[config.mk]
export PLATFORM = sky130hd
export DESIGN_NAME = bitbang_multi
export DESIGN_NICKNAME = d
export VERILOG_FILES = /design/src/rtl/bitbang_multi.sv
export SDC_FILE = /design/constraint.sdc
export NUM_CORES = 1
export LEC_CHECK = 0
export CELL_PAD_IN_SITES_DETAIL_PLACEMENT = 1
export CELL_PAD_IN_SITES_GLOBAL_PLACEMENT = 2
export CORE_ASPECT_RATIO = 0.5
export CORE_MARGIN = 2
export CORE_UTILIZATION = 35
export CTS_CLUSTER_DIAMETER = 120
export DETAILED_ROUTE_END_ITERATION = 10
export HOLD_SLACK_MARGIN = 0.02
export PLACE_DENSITY_LB_ADDON = 0.1
export RECOVER_POWER = 50
export SLEW_MARGIN = 5
export SYNTH_ARGS = -nofsm -noshare
export SYNTH_HDL_FRONTEND = slang
export SYNTH_SLANG_ARGS = --single-unit
[constraint.sdc]
create_clock -name clk -period 1.5 [get_ports clk]
set_input_delay 0.225 -clock clk [delete_from_list [all_inputs] [get_ports clk]]
set_output_delay 0.225 -clock clk [all_outputs]
set_load 0.01 [all_outputs]
[src/rtl/bitbang_multi.sv]
// Serial configuration receiver: a host bit-bangs s_clk/s_data, and magic-tagged control words
// load one of NUM_CH parallel data registers, clear them all, or switch the block off.
module bitbang_multi #(
    parameter int DATA_WIDTH  = 32,
    parameter int SYNC_STAGES = 3,
    parameter int NUM_CH      = 4
) (
    input  logic                           clk,
    input  logic                           resetn,
    input  logic                           s_clk,
    input  logic                           s_data,
    output logic [NUM_CH*DATA_WIDTH-1:0]   data,
    output logic [NUM_CH-1:0]              strobe,
    output logic                           active,
    output logic                           bad_cmd
);

    localparam int                WARM_W    = $clog2(SYNC_STAGES + 1);
    localparam logic [WARM_W-1:0] WARM_DONE = WARM_W'(SYNC_STAGES);
    localparam logic [WARM_W-1:0] WARM_ONE  = WARM_W'(1);
    localparam logic [11:0]       MAGIC     = 12'hFAB;
    localparam logic [3:0]        CMD_OFF   = 4'h0;
    localparam logic [3:0]        CMD_CLEAR = 4'hF;

    logic [SYNC_STAGES-1:0] sclk_sync_r;
    logic [SYNC_STAGES-1:0] sdata_sync_r;
    logic [WARM_W-1:0]      warm_r;
    logic                   rise_r;
    logic                   fall_r;
    logic                   bit_r;
    logic [DATA_WIDTH-1:0]  ser_data_r;
    logic [15:0]            ser_ctrl_r;
    logic                   match_q_r;
    logic                   match_prev_r;
    logic [3:0]             cmd_q_r;
    logic [DATA_WIDTH-1:0]  data_q_r;

    logic                   edge_en_s;
    logic                   rise_s;
    logic                   fall_s;
    logic                   match_s;
    logic                   fire_s;
    logic [NUM_CH-1:0]      load_sel_s;
    logic                   load_any_s;

    // Input synchronisers; index SYNC_STAGES-1 is the oldest (most settled) stage.
    always_ff @(posedge clk or negedge resetn) begin
        if (!resetn) begin
            sclk_sync_r  <= '0;
            sdata_sync_r <= '0;
        end else begin
            sclk_sync_r  <= {sclk_sync_r[SYNC_STAGES-2:0], s_clk};
            sdata_sync_r <= {sdata_sync_r[SYNC_STAGES-2:0], s_data};
        end
    end

    // Warm-up counter: holds off edge detection until the synchroniser holds real pin history.
    always_ff @(posedge clk or negedge resetn) begin
        if (!resetn) begin
            warm_r <= '0;
        end else if (warm_r != WARM_DONE) begin
            warm_r <= warm_r + WARM_ONE;
        end else begin
            warm_r <= warm_r;
        end
    end

    // Edge detection from the last two s_clk stages.
    always_comb begin
        edge_en_s = (warm_r == WARM_DONE);
        rise_s    = sclk_sync_r[SYNC_STAGES-2] & ~sclk_sync_r[SYNC_STAGES-1];
        fall_s    = ~sclk_sync_r[SYNC_STAGES-2] & sclk_sync_r[SYNC_STAGES-1];
        match_s   = (ser_ctrl_r[15:4] == MAGIC);
        fire_s    = match_q_r & ~match_prev_r;
    end

    // Registered edge pulses and the data bit that goes with them.
    always_ff @(posedge clk or negedge resetn) begin
        if (!resetn) begin
            rise_r <= 1'b0;
            fall_r <= 1'b0;
            bit_r  <= 1'b0;
        end else begin
            rise_r <= edge_en_s & rise_s;
            fall_r <= edge_en_s & fall_s;
            bit_r  <= sdata_sync_r[SYNC_STAGES-1];
        end
    end

    // Shift registers: rising edges carry data bits, falling edges carry control bits.
    always_ff @(posedge clk or negedge resetn) begin
        if (!resetn) begin
            ser_data_r <= '0;
            ser_ctrl_r <= '0;
        end else begin
            if (rise_r) begin
                ser_data_r <= {ser_data_r[DATA_WIDTH-2:0], bit_r};
            end else begin
                ser_data_r <= ser_data_r;
            end
            if (fall_r) begin
                ser_ctrl_r <= {ser_ctrl_r[14:0], bit_r};
            end else begin
                ser_ctrl_r <= ser_ctrl_r;
            end
        end
    end

    // Decode stage; data_q_r is captured alongside match_q_r so a concurrent shift cannot leak in.
    always_ff @(posedge clk or negedge resetn) begin
        if (!resetn) begin
            match_q_r    <= 1'b0;
            match_prev_r <= 1'b0;
            cmd_q_r      <= 4'h0;
            data_q_r     <= '0;
        end else begin
            match_q_r    <= match_s;
            match_prev_r <= match_q_r;
            cmd_q_r      <= ser_ctrl_r[3:0];
            data_q_r     <= ser_data_r;
        end
    end

    // One-hot channel select for load commands 1..NUM_CH.
    always_comb begin
        load_sel_s = '0;
        for (int k = 0; k < NUM_CH; k++) begin
            if (cmd_q_r == 4'(k + 1)) begin
                load_sel_s[k] = 1'b1;
            end else begin
                load_sel_s[k] = 1'b0;
            end
        end
        load_any_s = |load_sel_s;
    end

    // Command execution, once per rising edge of match_q_r.
    always_ff @(posedge clk or negedge resetn) begin
        if (!resetn) begin
            data    <= '0;
            strobe  <= '0;
            active  <= 1'b0;
            bad_cmd <= 1'b0;
        end else begin
            strobe <= '0;
            if (fire_s) begin
                case (cmd_q_r)
                    CMD_OFF: begin
                        active  <= 1'b0;
                        bad_cmd <= 1'b0;
                    end
                    CMD_CLEAR: begin
                        data   <= '0;
                        strobe <= '1;
                    end
                    default: begin
                        if (load_any_s) begin
                            for (int k = 0; k < NUM_CH; k++) begin
                                if (load_sel_s[k]) begin
                                    data[k*DATA_WIDTH +: DATA_WIDTH] <= data_q_r;
                                end
                            end
                            strobe <= load_sel_s;
                            active <= 1'b1;
                        end else begin
                            bad_cmd <= 1'b1;
                        end
                    end
                endcase
            end
        end
    end

endmodule
==> impl_metrics.env, run 1 <==
export IMPL_run_status="complete, but fails checks"
export IMPL_violations="negative setup slack"
export IMPL_wl_per_cell_um=19.8
export IMPL_seq_area_sq_um=5790
export IMPL_clock_sinks=231
export IMPL_dr_pass1_iters=4
export IMPL_finalNonFillerCells=1036
export IMPL_ys_seq_elements=231
export IMPL_syn_area_per_cell_sq_um=17.6
export IMPL_clock_latency_ps=510
export IMPL_clockBufferDepth=3
export IMPL_p_leak_nw=6.23
export IMPL_via_per_inst=4.52
export IMPL_antenna_diode_count=0
export IMPL_mostFrequentLayoutCells="dfrtp_1, dlygate4sd2_1, mux2_4, mux2_2, and2_4"
export IMPL_final_util=0.489
export IMPL_drive_gt1_frac=0.451
export IMPL_crit_chain="buf_6, nor3_4, o211a_4, buf_12, clkbuf_16, mux2_4"
export IMPL_die_area_sq_um=26500
export IMPL_syn_cell_area_sq_um=8810
export IMPL_cp_start_kind="flip-flop"
export IMPL_track_usage=0.155
export IMPL_ant_nets=0
export IMPL_cp_slowest_cell="dfrtp_2"
export IMPL_required_ps=1880
export IMPL_final_common_cell="dfrtp_1"
export IMPL_vias=4679
export IMPL_port_buffers=137
export IMPL_multiInputGateArea_sq_um=3040
export IMPL_finalCritPeriodShare=1.13
export IMPL_seq_area_frac_synth=0.656
export IMPL_drt_wl_total_um=20500
export IMPL_critPathTopFamily="flip-flops"
export IMPL_hpwl_um=12400
export IMPL_route_met3_wl_um=622
export IMPL_fillCellCount=2362
export IMPL_drtIter0Drc=243
export IMPL_area_growth_pct=35.2
export IMPL_core_rowCount=40
export IMPL_cp_num_buf_inv=3
export IMPL_dp_cells=977
export IMPL_skew_ps=24.3
export IMPL_drcViolationCount=0
export IMPL_ir_worst_vdd_v=0.000686
export IMPL_place_congestion=0.693
export IMPL_power_density_nw_per_um2=1200
export IMPL_wl_met1_um=10200
export IMPL_timing_final_max_slew_violations=0
export IMPL_synthCells=501
export IMPL_slew_headroom=0.185
export IMPL_syn_num_nets=506
export IMPL_grt_overflow_total=0
export IMPL_core_sq_um=24400
export IMPL_fin_crit_ps=1700
export IMPL_tritoncts="built"
export IMPL_fin_ws_ps=-200
export IMPL_grt_pass1_wl_um=31600
export IMPL_synth_distinct_cells=31
export IMPL_clkSlewWorstSetupHoldPaths_ps=60
export IMPL_numCtsBuffers=21
export IMPL_grt_pass1_vias=5181
export IMPL_hp_class="in -> reg"
export IMPL_crit_type="reg -> reg"
export IMPL_die_y_um=116
export IMPL_worst_slew_pin_slew_ps=1220
export IMPL_wl_met2_um=9350
export IMPL_synth_flop_cell="dfrtp_1"
export IMPL_antenna_found_initial=0
export IMPL_cap_viol_max_count=0
export IMPL_finalHoldViolCount=0
export IMPL_arrival_ps=2080
export IMPL_yosysWarningCount=0
export IMPL_fp_dieW_um=228
export IMPL_power_total_w=0.0143
export IMPL_setup_viol=129
export IMPL_endpoint_kind="flip-flop"
export IMPL_synth_edf_count=0
export IMPL_htreeDepth=1
export IMPL_grt_max_degree=48
export IMPL_rsz0062_at_grt="yes"
export IMPL_async_flop_share=1.00
export IMPL_max_stage_delay_ps=480
export IMPL_max_freq_mhz=588
export IMPL_clockRootBuffer="clkbuf_16"
export IMPL_nets=691
export IMPL_cp_max_fo=7
export IMPL_ios=138
export IMPL_start_util=0.361
export IMPL_top_layer_used="met4"
synthesized netlist by cell type, types with 2 or more instances:
| cell | instances | area, sq um |
|---|---|---|
| buf_1 | 3 | 11.3 |
| buf_12 | 3 | 60.1 |
| o211a_1 | 3 | 30.0 |
| mux2_2 | 90 | 1010 |
| buf_4 | 3 | 22.5 |
| and2_1 | 32 | 200 |
| clkbuf_1 | 5 | 18.8 |
| nor3_1 | 6 | 30.0 |
| a21oi_1 | 3 | 15.0 |
| nand4_1 | 2 | 12.5 |
| xnor2_1 | 2 | 17.5 |
| mux2_4 | 87 | 1310 |
| dfrtp_1 | 231 | 5780 |
| buf_6 | 14 | 158 |
where the power goes:
group | leakage [nW] | internal, W | switching [W]
sequential | 3.12 | 0.00680 | 0.000398
combinational | 2.76 | 0.000882 | 0.000667
clock | 0.353 | 0.00322 | 0.00238
total | 6.23 | 0.0109 | 0.00344
cell type report:
cell class	instances	share of cell area
Sequential cell	231	0.486
Multi-Input combinational cell	241	0.255
Timing Repair Buffer	191	0.164
Clock buffer	29	0.0517
Tap cell	336	0.0353
Clock inverter	8	0.00809
cells by family after synthesis:
| family | after synthesis | synth area share |
|---|---|---|
| multiplexers | 177 | 0.263 |
| adder cells (fa/ha/maj) | 1 | 0.00142 |
| AND/OR/NAND/NOR | 53 | 0.0389 |
| buffers and inverters | 29 | 0.0313 |
| AO/OA/AOI/OAI | 8 | 0.00654 |
| flip-flops | 231 | 0.656 |
| XOR/XNOR | 2 | 0.00199 |
final timing paths:
| check | endpoint | cells after the start | startpoint | slack (ps) |
|---|---|---|---|---|
| setup / recovery | data[111] | 6 | cmd_q_r[3] | -200 |
| hold / removal | sclk_sync_r[0] | 1 | s_clk | 260 |
| max in group asynchronous | ser_data_r[11] | 3 | resetn | 20 |
| hold reg to reg | sclk_sync_r[1] | 0 | sclk_sync_r[0] | 350 |
| min in group asynchronous | sdata_sync_r[0] | 2 | resetn | 510 |
| setup reg to reg | data[111] | 6 | cmd_q_r[3] | -200 |
through the flow:
stage	hold slack (ps)	worst slack [ps]	area (sq um)	TNS [ps]
finish	262	-200	11900	-17240
detailed placement	154	-184	10900	-15240
global placement	157	-126	10900	-12230
CTS	120	-156	11800	-12750
global route	240	-212	11900	-29660
floorplan	-70.6	-35.1	8940	-2280
metal layers:
metal  GRT usage  vias up
li1            -     2104
met1       0.221     2488
met2       0.248       67
met3      0.0322       20
met4      0.0296        0
met5           0        -
registers in the layout, indices dropped and copies added, names as in the netlist, 2 cells and up:
| register | flops |
|---|---|
| cmd_q_r | 4 |
| data | 128 |
| data_q_r | 32 |
| sclk_sync_r | 3 |
| sdata_sync_r | 3 |
| ser_ctrl_r | 16 |
| ser_data_r | 32 |
| strobe | 4 |
| warm_r | 2 |
what timing repair did:
action,4_1_cts,5_1_grt
setup buffers,9,5
hold endpoints to repair,217,0
pin swaps,4,32
hold buffers,1,0
resized for setup,210,13
setup endpoints to repair,263,130
cloned,5,3
(Power assumes the default switching activity.)
==> inputs of run 2 (changes only) <==
--- a/config.mk
+++ b/config.mk
@@ -11,5 +11,7 @@
 export CORE_MARGIN = 2
-export CORE_UTILIZATION = 35
+export CORE_UTILIZATION = 41
 export CTS_CLUSTER_DIAMETER = 120
 export DETAILED_ROUTE_END_ITERATION = 10
+export DONT_BUFFER_PORTS = 1
+export GPL_TIMING_DRIVEN = 0
 export HOLD_SLACK_MARGIN = 0.02
--- a/constraint.sdc
+++ b/constraint.sdc
@@ -3,2 +3,2 @@
 set_output_delay 0.225 -clock clk [all_outputs]
-set_load 0.01 [all_outputs]
+set_load 0.005 [all_outputs]
==> run 2 against run 1 <==
Net effect:
- the run ends with negative hold slack, negative setup slack left
- worst hold slack worse by 840 ps
- worst setup slack lost 4.2 ps
- clock-buffer cell count is 1 higher
- sequential power is 1% lower
- critical path depth did not move
- non-clock buffer count shrank 136
- total power is 5.5% lower
- die area down 14%
- clock skew shrank 7.5 ps
- critical endpoint is now data[20]
==> impl_metrics.env, run 2 (synthesis results as in run 1) <==
export IMPL_fin_ws_ps=-205
export IMPL_multiInputGateArea_sq_um=2930
export IMPL_port_buffers=0
export IMPL_die_y_um=108
export IMPL_max_stage_delay_ps=380
export IMPL_largest_register_ffs=128
export IMPL_p_clk_frac=0.393
export IMPL_finalCritPeriodShare=1.14
export IMPL_p_switching_w=0.00312
export IMPL_core_rowCount=37
export IMPL_clock_sinks=231
export IMPL_seq_area_sq_um=5780
export IMPL_via_per_inst=5.08
export IMPL_reg_largest_list="data (128), data_q_r (32), ser_data_r (32)"
export IMPL_grt_max_degree=232
export IMPL_fp_dieW_um=211
export IMPL_wl_per_cell_um=22.7
export IMPL_fin_crit_ps=1700
export IMPL_swShare=0.230
export IMPL_mostFrequentLayoutCells="dfrtp_1, mux2_4, mux2_2, and2_1, clkbuf_16"
export IMPL_cp_start_kind="flip-flop"
export IMPL_endpoint_kind="flip-flop"
export IMPL_finalHoldViolCount=231
export IMPL_ir_worst_vdd_v=0.000598
export IMPL_cp_max_fo=8
export IMPL_comb_power_share=0.084
export IMPL_power_density_nw_per_um2=1280
export IMPL_max_freq_mhz=587
export IMPL_antenna_found_initial=0
export IMPL_grt_overflow_total=0
export IMPL_crit_chain="buf_6, and3_4, o211a_1, buf_12, clkbuf_16, mux2_4"
export IMPL_p_int_w=0.0104
export IMPL_critPathTopFamily="buffers and inverters"
export IMPL_run_status="complete, but fails checks"
export IMPL_nets=555
export IMPL_cp_slowest_cell="dfrtp_1"
export IMPL_slew_headroom=0.777
export IMPL_largest_register="data"
export IMPL_die_area_sq_um=22700
export IMPL_clockRootBuffer="clkbuf_16"
export IMPL_seqPwrFrac=0.524
export IMPL_timing_final_max_slew_violations=0
export IMPL_ant_nets=0
export IMPL_tritoncts="built"
export IMPL_dr_pass1_iters=4
export IMPL_p_leak_nw=5.07
export IMPL_clockBufferDepth=3
export IMPL_skew_ps=16.8
export IMPL_start_util=0.424
export IMPL_hpwl_um=10800
export IMPL_hp_class="in -> async"
export IMPL_vias=4235
export IMPL_ios=138
export IMPL_htreeDepth=1
export IMPL_rsz0062_at_grt="yes"
export IMPL_drive_gt1_frac=0.483
export IMPL_fillCellCount=1891
export IMPL_crit_type="reg -> reg"
export IMPL_drcViolationCount=0
export IMPL_clkSlewWorstSetupHoldPaths_ps=70
export IMPL_violations="negative hold slack, negative setup slack"
export IMPL_dp_cells=774
export IMPL_finalNonFillerCells=834
export IMPL_arrival_ps=2080
export IMPL_clock_latency_ps=500
export IMPL_track_usage=0.164
export IMPL_worst_slew_pin_slew_ps=335
export IMPL_area_growth_pct=20.2
export IMPL_grt_pass1_wl_um=28800
export IMPL_numCtsBuffers=21
export IMPL_post_place_ws_ps=-275
export IMPL_grt_pass1_vias=4618
export IMPL_core_sq_um=20800
export IMPL_drtIter0Drc=171
export IMPL_cp_num_buf_inv=3
export IMPL_antenna_diode_count=0
export IMPL_fin_hold_ws_ps=-579
export IMPL_power_total_w=0.0136
export IMPL_place_congestion=0.687
export IMPL_drt_wl_total_um=19000
export IMPL_final_common_cell="dfrtp_1"
export IMPL_ctsHoldBuffers=2
export IMPL_required_ps=1880
export IMPL_cap_viol_max_count=0
export IMPL_setup_viol=128
[run 2: layer usage]
| layer | vias to the layer above | track usage | wire length (um) |
|---|---|---|---|
| met5 | - | 0 | 0 |
| met4 | 0 | 0.0322 | 240 |
| met3 | 23 | 0.0481 | 1010 |
| met2 | 79 | 0.246 | 8280 |
| met1 | 2297 | 0.239 | 9440 |
| li1 | 1836 | - | - |
[run 2: what timing repair did]
item | 4_1_cts | 5_1_grt
endpoints found under the hold margin | 233 | 231
buffers inserted | 12 | 1
pin swaps | 6 | 4
gates resized for setup | 44 | 15
gates cloned | 5 | 7
setup endpoints to repair | 151 | 153
[run 2: worst paths after layout]
kind | slack (ps) | to | startpoint | cells after the start
max in group asynchronous | 1820 | data[89] | resetn | 0
hold / removal | -580 | data[8] | resetn | 0
setup / recovery | -200 | data[20] | cmd_q_r[3] | 6
hold reg to reg | 350 | sclk_sync_r[1] | sclk_sync_r[0] | 0
min in group clk | 280 | sdata_sync_r[0] | s_data | 1
setup reg to reg | -200 | data[20] | cmd_q_r[3] | 6
[run 2: per-stage QoR]
step / utilization / setup TNS, ps / instance area [sq um]
floorplan: - / -2280 / 8940
global placement: 0.447 / -32390 / 9280
detailed placement: 0.447 / -32510 / 9280
CTS: 0.498 / -14900 / 10300
global route: 0.509 / -26890 / 10600
finish: 0.509 / -19630 / 10600
[run 2: layout make-up]
cell class / instances / share of cell area
buffer: 28 / 0.0399
sequential: 231 / 0.546
clock inverter: 4 / 0.00449
timing repair buffer: 27 / 0.0417
tap: 273 / 0.0323
clock buffer: 30 / 0.0585
multi-input combinational: 241 / 0.277
[run 2: worst reg2reg max path, cell delays in order (launching register included)]
cell       delay, ps
dfrtp_1          380
buf_6            150
and3_4           160
o211a_1          250
buf_12           170
clkbuf_16        180
mux2_4           290
[run 2: power groups by stage]
stage	Sequential (W)	Combinational, W	Clock, W
finish	0.00709	0.00114	0.00532
global route	0.00719	0.00125	0.00574
CTS	0.00710	0.00112	0.00548
detailed placement	0.00722	0.00100	0
global placement	0.00720	0.000981	0
floorplan	0.00710	0.000826	0
==> RTL change: new RTL, settings of run 1 <==
Change the parameter `DATA_WIDTH` from 32 to 36.
--- a/src/rtl/bitbang_multi.sv
+++ b/src/rtl/bitbang_multi.sv
@@ -1,7 +1,7 @@
 // Serial configuration receiver: a host bit-bangs s_clk/s_data, and magic-tagged control words
 // load one of NUM_CH parallel data registers, clear them all, or switch the block off.
 module bitbang_multi #(
-    parameter int DATA_WIDTH  = 32,
+    parameter int DATA_WIDTH  = 36,
     parameter int SYNC_STAGES = 3,
     parameter int NUM_CH      = 4
 ) (
Interface: changed (resized data); port bits go from 138 to 154. The function was not compared with the original's and may differ.
==> RTL change against run 1 <==
  * The run still ends with negative setup slack left
  * Area after synthesis is 9.3% higher
  * Routed wire length grew 10%
  * Largest power group unchanged
  * Highest routed layer unchanged
  * Die area rose by 9.0%
  * Setup slack better by 0.019 ns
  * Via count grew 11%
  * Clock power rose by 6.8%
  * Power rose by 7.2%
  * Cell count increased by 8.7%
  * Sequential cell count up 24
  * Critical endpoint unchanged
  * Final area rose by 9.2%
  * First-iteration DRC count down 23%
  * Synthesized cell count up 9.6%
  * Sequential share of layout area is 0.54 points higher
==> RTL change: results (changes against run 1) <==
outcome complete, but fails checks; failing checks negative setup slack; reg2reg end data[111]; synthesized net count 554 (+9.5%); adder-cell share of the synthesized area 0.130% (-0.012 points); final WL 22.6 mm (+10%); routed vias 5193 (+11%); crit path max fanout 19 (+12); routability cong. 0.726 (+4.7%); initial antenna violation count 0 (unchanged); most frequent cells after synthesis dfrtp_1 (255), mux2_2 (115), mux2_4 (82); share of cells above drive strength 1 44.6% (-0.57 points); clk buf depth 3 (unchanged); DP Area 0.0118 sq mm (+8.8%); Hold Path Origin s_data; Detail Placement HPWL 13.8 mm (+11%); worst r2r src cmd_q_r[3]; Place WS -0.162 ns (+0.0222 ns); number of diodes 0 (unchanged); Main synth FF type dfrtp_1; endpoints failing setup 145 (+12%); drt via density 4.61 (+2.1%); slew margin rel. 48.9% (+30 points); worst skew pair latency 0.53 ns (+0.02 ns); Min-Delay Endpoint sdata_sync_r[0]; switching share of power 23.5% (-0.51 points); # nets final 766 (+11%); maximum VDD drop 0.690 mV (+0.56%); DR pass1 iterations 4 (unchanged); final hold slack 0.253 ns (-0.00843 ns); Avg Cell Area, Syn 17.5 sq um (-0.29%); vias in the first global route 5615 (+8.4%); Fin Clk Skew 0.00869 ns (-0.0156 ns); PortBufs 153 (+12%); Iteration-0 DRC Markers 188 (-23%); final setup margin -0.181 ns (+0.0191 ns); top cells by area, synth dfrtp_1 (66%), mux2_2 (13%), mux2_4 (13%), and2_1 (2.3%), buf_6 (1.3%); WP data arrival about 2.1 ns; clk root buf clkbuf_16; r2r worst-path depth 4 (-2); register area share after synthesis 66.3% (+0.68 points); count of cell types in the netlist 29 (-6.5%); Post-Synth XOR/XNOR Area 0.182% (-0.017 points); yosys warns 0 (unchanged); Worst Hold Depth 1 (unchanged); cts bufs inserted 24 (+14%); biggest regs data: 144 flops, data_q_r: 36 flops, ser_data_r: 36 flops; GRT Util Overall 15.5% (+0.028 points); Synth Area in Compound Gates 0.598% (-0.055 points); setup TNS -21.66 ns (-4.42 ns); Worst-path clk slew 0.06 ns (about the same); H-tree depth 1 (unchanged); largest net degree at the start of global routing 53 (+10%); first-pass GRT wire length 34.3 mm (+8.3%); Pleak 6.87 nW (+10%); type of the worst min-delay path primary input to flop; Async SR Flop Fraction 100% (unchanged); post-synthesis mux area share 26.3% (-0.088 points)
-- RTL change: routing by layer --
metal,vias to the layer above,track usage (%),wire length [um]
met1,2762,22.9,11300
met5,-,0,0
li1,2332,-,-
met2,70,23.5,10200
met4,0,3.20,303
met3,29,3.28,773
-- RTL change: cells by family after synthesis --
group                      count (synthesis)
muxes                                    197
DFF                                      255
buffers and inverters                     29
adders and majority gates                  1
and+or+nand+nor                           57
xor gates and xnor gates                   2
AOI/OAI and AO/OA                          8
-- RTL change: cell type report --
cell class                 count  area (sq um)
fill                        2576         13700
sequential                   255          6390
multi-input combinational    265          3220
timing repair buffer         215          2190
clock buffer                  35           713
tap                          352           440
clock inverter                 4          45.0
-- RTL change: critical path, stage by stage (launching register included) --
cell and delay, ns:
dfrtp_2 0.46, and3_1 0.23, o211a_4 0.30, buf_12 0.22, mux2_2 0.36
-- RTL change: worst max-delay path by stage --
stage / from / slack (ns) / to
floorplan: cmd_q_r[2] / -0.06 / data[10]
global placement: cmd_q_r[1] / -0.13 / data[4]
detailed placement: cmd_q_r[3] / -0.16 / data[2]
global route: cmd_q_r[0] / -0.23 / data[126]
finish: cmd_q_r[3] / -0.18 / data[111]
CTS: cmd_q_r[2] / -0.15 / data[40]
-- RTL change: repair_timing --
| item | in CTS | in global routing |
|---|---|---|
| resized for setup | 226 | 23 |
| setup endpoints to repair | 295 | 150 |
| hold buffers | 1 | 0 |
| endpoints found under the hold margin | 94 | 0 |
| buffers inserted | 6 | 10 |
| pin swaps | 14 | 3 |
| gates cloned | 6 | 5 |
-- RTL change: power by group through the flow --
stage                     clock [mW]  combinational [mW]  sequential (mW)
after global routing            6.50                1.70             7.94
final                           5.98                1.56             7.84
after global placement             0                1.11             7.93
after detailed placement           0                1.14             7.95
after floorplan                    0               0.798             7.76
after CTS                       6.19                1.54             7.84
